[src/rtl/prbs_pkg.sv]
`default_nettype none
// ============================================================================
//  Module      : prbs_pkg
//  Description : Shared types and constants for the PRBS7 burst sequencer:
//                controller state encoding, PRBS7 polynomial constants and
//                the LFSR next-state helper.
//  Revision    : 1.0 - initial release
// ============================================================================
package prbs_pkg;

    // PRBS7 polynomial x^7 + x^6 + 1
    localparam int PRBS7_W      = 7;
    localparam int PRBS7_TAP_A  = 6;
    localparam int PRBS7_TAP_B  = 5;
    localparam int PRBS7_PERIOD = 127;

    // Burst controller states
    typedef enum logic [1:0] {
        IDLE = 2'd0,
        LOAD = 2'd1,
        RUN  = 2'd2,
        DONE = 2'd3
    } state_t;

    // One LFSR step: shift left, feedback from the two taps into bit 0
    function automatic logic [PRBS7_W-1:0] prbs7_next(input logic [PRBS7_W-1:0] s);
        return {s[PRBS7_W-2:0], s[PRBS7_TAP_A] ^ s[PRBS7_TAP_B]};
    endfunction

endpackage
`default_nettype wire

[src/rtl/prbs7_core.sv]
`default_nettype none
// ============================================================================
//  Module      : prbs7_core
//  Description : PRBS7 LFSR (x^7 + x^6 + 1). Loads a seed on i_load, steps
//                once per cycle on i_step and otherwise holds. The output bit
//                is the MSB of the state.
//  Revision    : 1.0 - initial release
// ============================================================================
module prbs7_core
    import prbs_pkg::*;
#(
    parameter logic [PRBS7_W-1:0] SEED_DEFAULT = 7'h7F
) (
    input  logic               clk,
    input  logic               rst_n,
    input  logic               i_load,
    input  logic [PRBS7_W-1:0] i_seed,
    input  logic               i_step,
    output logic [PRBS7_W-1:0] o_state,
    output logic               o_bit
);

    logic [PRBS7_W-1:0] r_state;

    // LFSR register: load has priority over step, otherwise hold
    always_ff @(posedge clk or negedge rst_n) begin
        if (!rst_n) begin
            r_state <= SEED_DEFAULT;
        end else if (i_load) begin
            r_state <= i_seed;
        end else if (i_step) begin
            r_state <= prbs7_next(r_state);
        end
    end

    assign o_state = r_state;
    assign o_bit   = r_state[PRBS7_W-1];

endmodule
`default_nettype wire

[src/rtl/prbs_burst_ctrl.sv]
`default_nettype none
// ============================================================================
//  Module      : prbs_burst_ctrl
//  Description : Burst sequencer around a PRBS7 LFSR. Accepts a command
//                (seed + bit count) over valid/ready, loads the LFSR and
//                streams exactly the requested number of bits downstream
//                with backpressure. Supports abort of an active burst.
//                Optional build macro PRBS_ERR_INJECT_EN adds ports inj_en /
//                inj_idx to invert one selected bit of the burst.
//  Revision    : 1.0 - initial release
// ============================================================================
module prbs_burst_ctrl
    import prbs_pkg::*;
#(
    parameter int                 LEN_W        = 16,
    parameter logic [PRBS7_W-1:0] SEED_DEFAULT = 7'h7F
) (
    input  logic               clk,
    input  logic               rst_n,
    input  logic               cmd_valid,
    output logic               cmd_ready,
    input  logic [LEN_W-1:0]   cmd_len,
    input  logic [PRBS7_W-1:0] cmd_seed,
    input  logic               abort,
    output logic               bit_valid,
    input  logic               bit_ready,
    output logic               bit_data,
    output logic               bit_last,
    output logic               busy,
    output logic               done,
    output logic               aborted
`ifdef PRBS_ERR_INJECT_EN
    ,
    input  logic               inj_en,
    input  logic [LEN_W-1:0]   inj_idx
`endif
);

    localparam logic [LEN_W-1:0] c_len_one = LEN_W'(1);

    state_t             r_state;
    logic [LEN_W-1:0]   r_remaining;
    logic [PRBS7_W-1:0] r_seed_q;
    logic               r_cmd_ready;
    logic               r_bit_valid;
    logic               r_busy;
    logic               r_done;
    logic               r_aborted;

    logic               w_cmd_take;
    logic               w_xfer;
    logic               w_lfsr_load;
    logic               w_lfsr_bit;
    logic [PRBS7_W-1:0] w_lfsr_state;
    logic               w_inj_hit;
    logic               w_unused_lfsr_state;

    // bit_valid is only ever high in RUN, so it doubles as the RUN decode
    assign w_cmd_take  = r_cmd_ready & cmd_valid;
    assign w_xfer      = r_bit_valid & bit_ready;
    assign w_lfsr_load = (r_state == LOAD);

    prbs7_core #(
        .SEED_DEFAULT (SEED_DEFAULT)
    ) u_prbs7_core (
        .clk     (clk),
        .rst_n   (rst_n),
        .i_load  (w_lfsr_load),
        .i_seed  (r_seed_q),
        .i_step  (w_xfer),
        .o_state (w_lfsr_state),
        .o_bit   (w_lfsr_bit)
    );

    // Only the output bit of the LFSR drives the stream; the full state is
    // available from the core for observation but not needed here.
    assign w_unused_lfsr_state = ^w_lfsr_state;

`ifdef PRBS_ERR_INJECT_EN
    logic             r_inj_en;
    logic [LEN_W-1:0] r_inj_idx;
    logic [LEN_W-1:0] r_bit_idx;

    // Capture the injection request at accept and track the 0-based index of
    // the bit currently presented on bit_data
    always_ff @(posedge clk or negedge rst_n) begin
        if (!rst_n) begin
            r_inj_en  <= 1'b0;
            r_inj_idx <= '0;
            r_bit_idx <= '0;
        end else begin
            if (w_cmd_take) begin
                r_inj_en  <= inj_en;
                r_inj_idx <= inj_idx;
            end
            if (w_lfsr_load) begin
                r_bit_idx <= '0;
            end else if (w_xfer) begin
                r_bit_idx <= r_bit_idx + c_len_one;
            end
        end
    end

    // Inversion is applied on the output only; the LFSR keeps its sequence
    assign w_inj_hit = r_inj_en & (r_bit_idx == r_inj_idx);
`else
    assign w_inj_hit = 1'b0;
`endif

    // Controller FSM with registered handshake/status outputs
    always_ff @(posedge clk or negedge rst_n) begin
        if (!rst_n) begin
            r_state     <= IDLE;
            r_remaining <= '0;
            r_seed_q    <= SEED_DEFAULT;
            r_cmd_ready <= 1'b1;
            r_bit_valid <= 1'b0;
            r_busy      <= 1'b0;
            r_done      <= 1'b0;
            r_aborted   <= 1'b0;
        end else begin
            case (r_state)
                IDLE: begin
                    if (cmd_valid) begin
                        r_remaining <= cmd_len;
                        // An all-zero seed would lock the LFSR
                        r_seed_q    <= (cmd_seed == '0) ? SEED_DEFAULT : cmd_seed;
                        r_cmd_ready <= 1'b0;
                        if (cmd_len == '0) begin
                            r_state <= DONE;
                            r_done  <= 1'b1;
                        end else begin
                            r_state <= LOAD;
                            r_busy  <= 1'b1;
                        end
                    end
                end

                LOAD: begin
                    if (abort) begin
                        r_state   <= DONE;
                        r_busy    <= 1'b0;
                        r_done    <= 1'b1;
                        r_aborted <= 1'b1;
                    end else begin
                        r_state     <= RUN;
                        r_bit_valid <= 1'b1;
                    end
                end

                RUN: begin
                    // A transfer coinciding with abort still completes
                    if (w_xfer) begin
                        r_remaining <= r_remaining - c_len_one;
                    end
                    if (abort || (w_xfer && (r_remaining == c_len_one))) begin
                        r_state     <= DONE;
                        r_bit_valid <= 1'b0;
                        r_busy      <= 1'b0;
                        r_done      <= 1'b1;
                        r_aborted   <= abort;
                    end
                end

                DONE: begin
                    r_state     <= IDLE;
                    r_cmd_ready <= 1'b1;
                    r_done      <= 1'b0;
                    r_aborted   <= 1'b0;
                end

                default: begin
                    r_state     <= IDLE;
                    r_cmd_ready <= 1'b1;
                    r_bit_valid <= 1'b0;
                    r_busy      <= 1'b0;
                    r_done      <= 1'b0;
                    r_aborted   <= 1'b0;
                end
            endcase
        end
    end

    // Data and last are gated by the registered valid, so they read zero
    // outside RUN and hold while stalled because the LFSR and count freeze
    assign cmd_ready = r_cmd_ready;
    assign bit_valid = r_bit_valid;
    assign bit_data  = r_bit_valid & (w_lfsr_bit ^ w_inj_hit);
    assign bit_last  = r_bit_valid & (r_remaining == c_len_one);
    assign busy      = r_busy;
    assign done      = r_done;
    assign aborted   = r_aborted;

endmodule
`default_nettype wire

[config.mk]
export PLATFORM = sky130hd
export DESIGN_NAME = prbs_burst_ctrl
export DESIGN_NICKNAME = d
export VERILOG_FILES = /design/src/rtl/prbs_pkg.sv /design/src/rtl/prbs7_core.sv /design/src/rtl/prbs_burst_ctrl.sv
export SDC_FILE = /design/constraint.sdc
export NUM_CORES = 1
export LEC_CHECK = 0
export CORE_MARGIN = 3
export CORE_UTILIZATION = 25
export CTS_CLUSTER_SIZE = 28
export DETAILED_ROUTE_END_ITERATION = 12
export GPL_ROUTABILITY_DRIVEN = 0
export GPL_TIMING_DRIVEN = 0
export PLACE_DENSITY = 0.43
export SETUP_SLACK_MARGIN = 0.3
export SYNTH_ARGS = -nofsm -noshare
export SYNTH_HDL_FRONTEND = slang
export SYNTH_SLANG_ARGS = --single-unit
export TNS_END_PERCENT = 5
[constraint.sdc]
create_clock -name clk -period 2.3 [get_ports clk]
set_input_delay 0.23 -clock clk [delete_from_list [all_inputs] [get_ports clk]]
set_output_delay 0.23 -clock clk [all_outputs]
set_load 0.05 [all_outputs]
==> results.ini, run 1 <==
[detailed_routing]
wl_met1_um=2820
wl_met3_um=168
ant_nets=0
wl_met2_um=2670
drtIter0Drc=81
num_vias=1878
finalWirelength_um=5730
drt_pass1_iterations=4
vias_per_cell=4.90
wl_per_cell_um=15.0
remaining_drc_errors=0
highest_layer=met4

[sta]
relSlewSlack=0.560
fin_setup_tns_ns=0
setup_viol=0
worstMarginPinSlew_ns=0.653
fmax_ghz=0.501
timing.final.crit_share=0.868
rsz0062_at_grt=yes
fin_skew_ns=0.0115
slew_viol_final=0
finalHoldViolCount=0
fin_ws_ns=0.304
fin_crit_ns=2.00

[synthesis]
yosysTopAreaCell=dfrtp_1
synth_area_leaders=dfrtp_1 26%, dfstp_2 18%, o21ai_0 6.3%, mux2i_1 4.7%, ha_1 3.5%
syn_nets=258
synth_ff_type=dfrtp_1
synth_xor_area_frac=0.00410
synth_top_family_by_area=compound AO/OA/AOI/OAI gates
ys_warn_count=0
synth_edf_count=0
yosysSeqAreaShare=0.442
synth-async-reset-ratio=1.00
synth_compound_gate_area_share=0.234
avgSynthCellArea_sq_um=9.54
synth_top_area_frac=0.258
yosysMostFrequentCell=o21ai_0
synth_seq_cells=37
synth_mux_area_frac=0.0574
synthAdderAreaFrac=0.0351
synth-simple-area-share=0.184
syn_area_sq_um=2140
synthCells=224
synth.distinct_cells=43
synthTopCellsByCount=27 x o21ai_0, 22 x dfrtp_1, 19 x nand2_1

[die]
die_area_sq_um=9690
die_h_um=98.5
core_area_sq_um=8260
die_w_um=98.5
start_util=0.259
rows=33
ioPinCount=35

[global_route]
grt_pass1_wl_um=9760
track_usage=0.124
grt_pass1_vias=1975
grt.overflow.total=0
grt_max_degree=37
antenna_found_initial=0

[critical_path]
cp.required_ns=2.07
arrival_ns=1.77
path_max_fanout=3
slowest_stage=clkdlybuf4s50_1
crit_chain=and2_1, clkdlybuf4s50_1
worst-path-buf-inv=1
path_class=reg2out
max_stage_delay_ns=0.79
end_kind=output port
cpLargestDelayFamily=buffers and inverters
start_kind=flip-flop

[place]
io_buffers=34
detailed_place_hpwl_um=4130
place_ws_ns=-0.194

[clocking]
clk_latency_ns=0.30
cts_inserted_buffers=5
h-tree-depth=2
path_clk_slew_ns=0.09
cts_buffer_depth=2
clock_sinks=37
cts_tree=built
clock-root-buffer=clkbuf_8

[power_and_ir_drop]
vdd_drop_max_uv=406
p_leak_uw=0.00114
powerDensity_nw_per_um2=1430

[cells_and_area]
fillCellCount=871
regArea_sq_um=948
final_nets=311
area_growth_pct=38.2
multi_input_area_sq_um=1210
drive_above_1_share=0.248
diodes=0

[min_path]
hold_path.class=in2async

[run_status]
outcome=complete, no violations

[run]
drv_cap=0

[per-layer routing]
| layer | track usage | vias to the layer above |
|---|---|---|
| li1 | - | 940 |
| met1 | 0.168 | 901 |
| met2 | 0.202 | 30 |
| met3 | 0.0269 | 7 |
| met4 | 0.0347 | 0 |
| met5 | 0 | - |
[where the power goes]
part | switching (uW) | total (uW) | internal [uW] | leakage [uW]
Sequential | 363 | 1450 | 1090 | 0.000415
Clock | 271 | 597 | 326 | 0.0000587
Combinational | 1150 | 2170 | 1010 | 0.000664
[logic make-up after synthesis]
kind of cell	count (synthesis)
adder cells (fa/ha/maj)	6
buffers and inverters	20
multiplexers	12
flip-flops	37
AO/OA/AOI/OAI	77
AND/OR/NAND/NOR	71
XOR/XNOR	1
[metrics by stage]
step | total power (uW) | std cells | hold slack [ns] | cell area [sq um] | util
floorplan | 2750 | 224 | -0.0656 | 2140 | -
global route | 4590 | 383 | 0.262 | 2950 | 0.358
global placement | 3290 | 363 | 0.480 | 2610 | 0.316
CTS | 4070 | 379 | 0.241 | 2840 | 0.344
finish | 4210 | 383 | 0.261 | 2950 | 0.358
detailed placement | 3310 | 364 | 0.0299 | 2620 | 0.318
[worst reg2reg max path: stages (launching register included)]
cell     delay (ns)
dfrtp_1        0.39
inv_2          0.09
ha_4           0.17
buf_6          0.11
nor2b_4        0.13
a21o_1         0.17
buf_6          0.13
or4_1          0.49
a21oi_2        0.13
a221o_1        0.11
[timing repair]
action,in CTS,in global routing
gates resized for setup,23,27
endpoints found under the hold margin,22,0
pin swaps,3,3
setup endpoints to repair,20,18
hold buffers,1,0
setup buffers,6,4
[cell type report]
class | instances | area share
multi-input cells | 167 | 0.408
flip-flops and latches | 37 | 0.321
repair buffers | 46 | 0.150
well taps | 105 | 0.0445
plain buffers | 11 | 0.0254
clock buffers | 5 | 0.0233
clock inverters | 3 | 0.0152
inverters | 9 | 0.0127
[sequential cells by signal, summed over array words and instances, names as in the netlist]
register              cells
bit_valid                 1
r_remaining              16
aborted                   1
u_prbs7_core.o_state      7
done                      1
r_seed_q                  7
r_state                   2
busy                      1
cmd_ready                 1
[path summary, 6_finish.rpt]
path / startpoint / end / slack, ns / depth (start not counted)
setup reg to reg: r_state[0] / r_remaining[8] / 0.34 / 9
min in group clk: r_seed_q[4] / u_prbs7_core.o_state[4] / 0.49 / 2
hold / removal: rst_n / r_remaining[0] / 0.26 / 2
setup / recovery: u_prbs7_core.o_state[6] / bit_data / 0.30 / 2
max in group asynchronous: rst_n / r_seed_q[1] / 1.58 / 3
hold reg to reg: r_seed_q[4] / u_prbs7_core.o_state[4] / 0.49 / 2
[placed cells by master, fill, tap and decap left out, types with 2 or more instances in the layout]
| cell type | n |
|---|---|
| clkdlybuf4s50_1 | 32 |
| o21ai_0 | 26 |
| nand2_1 | 19 |
| dfrtp_1 | 19 |
| dfstp_2 | 15 |
| nor2_1 | 12 |
| buf_4 | 11 |
| a21oi_1 | 11 |
| mux2i_1 | 10 |
| a22oi_1 | 8 |
| o22a_1 | 8 |
| nor3_1 | 6 |
| inv_1 | 5 |
| nor4_1 | 5 |
| clkbuf_8 | 5 |
| and2_1 | 4 |
| buf_6 | 4 |
| nand2b_1 | 4 |
| o31ai_1 | 4 |
| ha_1 | 4 |
| inv_2 | 3 |
| nor3_2 | 3 |
| clkbuf_1 | 3 |
| a21boi_0 | 3 |
| o22ai_1 | 3 |
| or4_1 | 3 |
| dfrtp_2 | 3 |
| nor4_4 | 2 |
| nand3_1 | 2 |
| clkbuf_2 | 2 |
| a222oi_1 | 2 |
| buf_2 | 2 |
| o21ai_1 | 2 |
| a31oi_1 | 2 |
| mux2_2 | 2 |
| ha_4 | 2 |
No activity file was read; power rests on OpenSTA's default activity.
==> run 2: changes to the inputs <==
CORE_ASPECT_RATIO = 2   (was not set)
SLEW_MARGIN = 15   (was not set)
==> run 2 against run 1 <==
Sequential share of layout area is 0.39 points lower. Highest routed layer unchanged. Critical path type unchanged. Critical endpoint is now bit_last. Clock skew is 0.0095 ns lower. First-iteration DRC count is 16% higher.
==> results.ini, run 2 (synthesis gave the netlist of run 1 again) <==
[sta]
slew_viol_final=0
relSlewSlack=0.541
fin_crit_ns=1.96
fmax_ghz=0.511
fin_skew_ns=0.00200
worstMarginPinSlew_ns=0.680
fin_setup_tns_ns=0
rsz0062_at_grt=yes
timing.final.crit_share=0.852
setup_viol=0
finalHoldViolCount=0

[cells_and_area]
drive_above_1_share=0.234
final_nets=311
layout_common_cells=31 x clkdlybuf4s50_1, 27 x o21ai_0, 20 x dfrtp_1, 19 x nand2_1, 15 x dfstp_2
final_area_sq_um=2990
final_common_cell=clkdlybuf4s50_1
area_growth_pct=39.8
multi_input_area_sq_um=1180
final_cells=376
diodes=0
regMostFlops=r_remaining
largest_reg_flops=16
regArea_sq_um=947
fillCellCount=844

[global_route]
grt_pass1_wl_um=10100
grt_pass1_vias=1975
antenna_found_initial=0
grt_max_degree=29
track_usage=0.135
grt.overflow.total=0

[detailed_routing]
wl_per_cell_um=16.1
ant_nets=0
num_vias=1911
vias_per_cell=5.08
drtIter0Drc=94
finalWirelength_um=6060
drt_pass1_iterations=4
remaining_drc_errors=0

[clocking]
clock-root-buffer=clkbuf_16
cts_buffer_depth=2
path_clk_slew_ns=0.06
cts_inserted_buffers=5
cts_tree=built
h-tree-depth=2
clock_sinks=37
clk_latency_ns=0.28

[run_status]
outcome=complete, no violations

[die]
rows=47
die_area_sq_um=9760
core_area_sq_um=8290
start_util=0.258
die_h_um=137
ioPinCount=35
die_w_um=71.4

[power_and_ir_drop]
seqPwrFrac=0.328
powerDensity_nw_per_um2=1470
p_int_uw=2620
vdd_drop_max_uv=575
swShare=0.403
p_leak_uw=0.00119
comb_power_share=0.487
clkPwrFrac=0.185
p_switching_uw=1770

[min_path]
hold_path.class=in2async

[place]
detailed_place_hpwl_um=4720
placed_area_sq_um=2620
io_buffers=34
dp.cells=357

[critical_path]
path_max_fanout=8
start_kind=flip-flop
arrival_ns=1.73
end_kind=output port
cp.required_ns=2.07
path_class=reg2out

[run]
drv_cap=0

[run 2: layer usage]
layer | GRT usage | vias up | part of all wire
met4 | 0.0638 | 0 | 0.027
met5 | 0 | - | 0
met1 | 0.131 | 924 | 0.35
li1 | - | 943 | -
met2 | 0.263 | 32 | 0.59
met3 | 0.0235 | 12 | 0.027
[run 2: layout make-up]
cell class | instances | area share
multi-input cells | 167 | 0.395
flip-flops and latches | 37 | 0.317
repair buffers | 46 | 0.149
clock buffers | 7 | 0.0587
well taps | 98 | 0.0411
plain buffers | 11 | 0.0264
inverters | 9 | 0.0113
clock inverters | 1 | 0.00168
[run 2: final timing paths]
path | start | to | slack (ns) | depth (start not counted)
max in group asynchronous | rst_n | r_seed_q[6] | 1.43 | 3
min | rst_n | done | 0.36 | 2
max | r_remaining[7] | bit_last | 0.34 | 5
min in group clk | r_seed_q[0] | u_prbs7_core.o_state[0] | 0.49 | 2
max reg2reg | r_state[1] | r_remaining[8] | 0.35 | 9
min reg2reg | r_seed_q[0] | u_prbs7_core.o_state[0] | 0.49 | 2
[run 2: power groups by stage]
stage / Clock [uW] / Sequential (uW) / Combinational, uW
3_5_place_dp: 0 / 1420 / 1910
6_report: 813 / 1440 / 2140
2_1_floorplan: 0 / 1480 / 1270
5_1_grt: 864 / 1510 / 2420
3_3_place_gp: 0 / 1420 / 1900
4_1_cts: 838 / 1430 / 1990
[run 2: through the flow]
step                       util  worst slack (ns)  power [uW]  hold slack, ns
after global routing      0.360             0.274        4790           0.372
after CTS                 0.345             0.265        4250           0.365
after floorplan               -             0.315        2750         -0.0656
after detailed placement  0.315            -0.239        3330           0.126
final                     0.360             0.341        4400           0.357
after global placement    0.314            -0.258        3320           0.478
[run 2: worst max-delay path, cell delays in order, from the launching register on]
cell and delay (ns):
dfrtp_1 0.35, clkbuf_2 0.19, nor4_4 0.31, and4_4 0.29
and2_1 0.15, buf_6 0.16
[run 2: timing repair]
item / 4_1_cts / 5_1_grt
hold endpoints to repair: 8 / 0
setup endpoints to repair: 26 / 18
hold buffers: 1 / 0
pin swaps: 1 / 8
buffers inserted: 2 / 8
gates resized for setup: 19 / 30
==> run 3: changes to the inputs <==
SLEW_MARGIN = not set   (was 15)
==> results of run 3 <==
No change in the layout: final DEF, timing and power equal those of run 2.
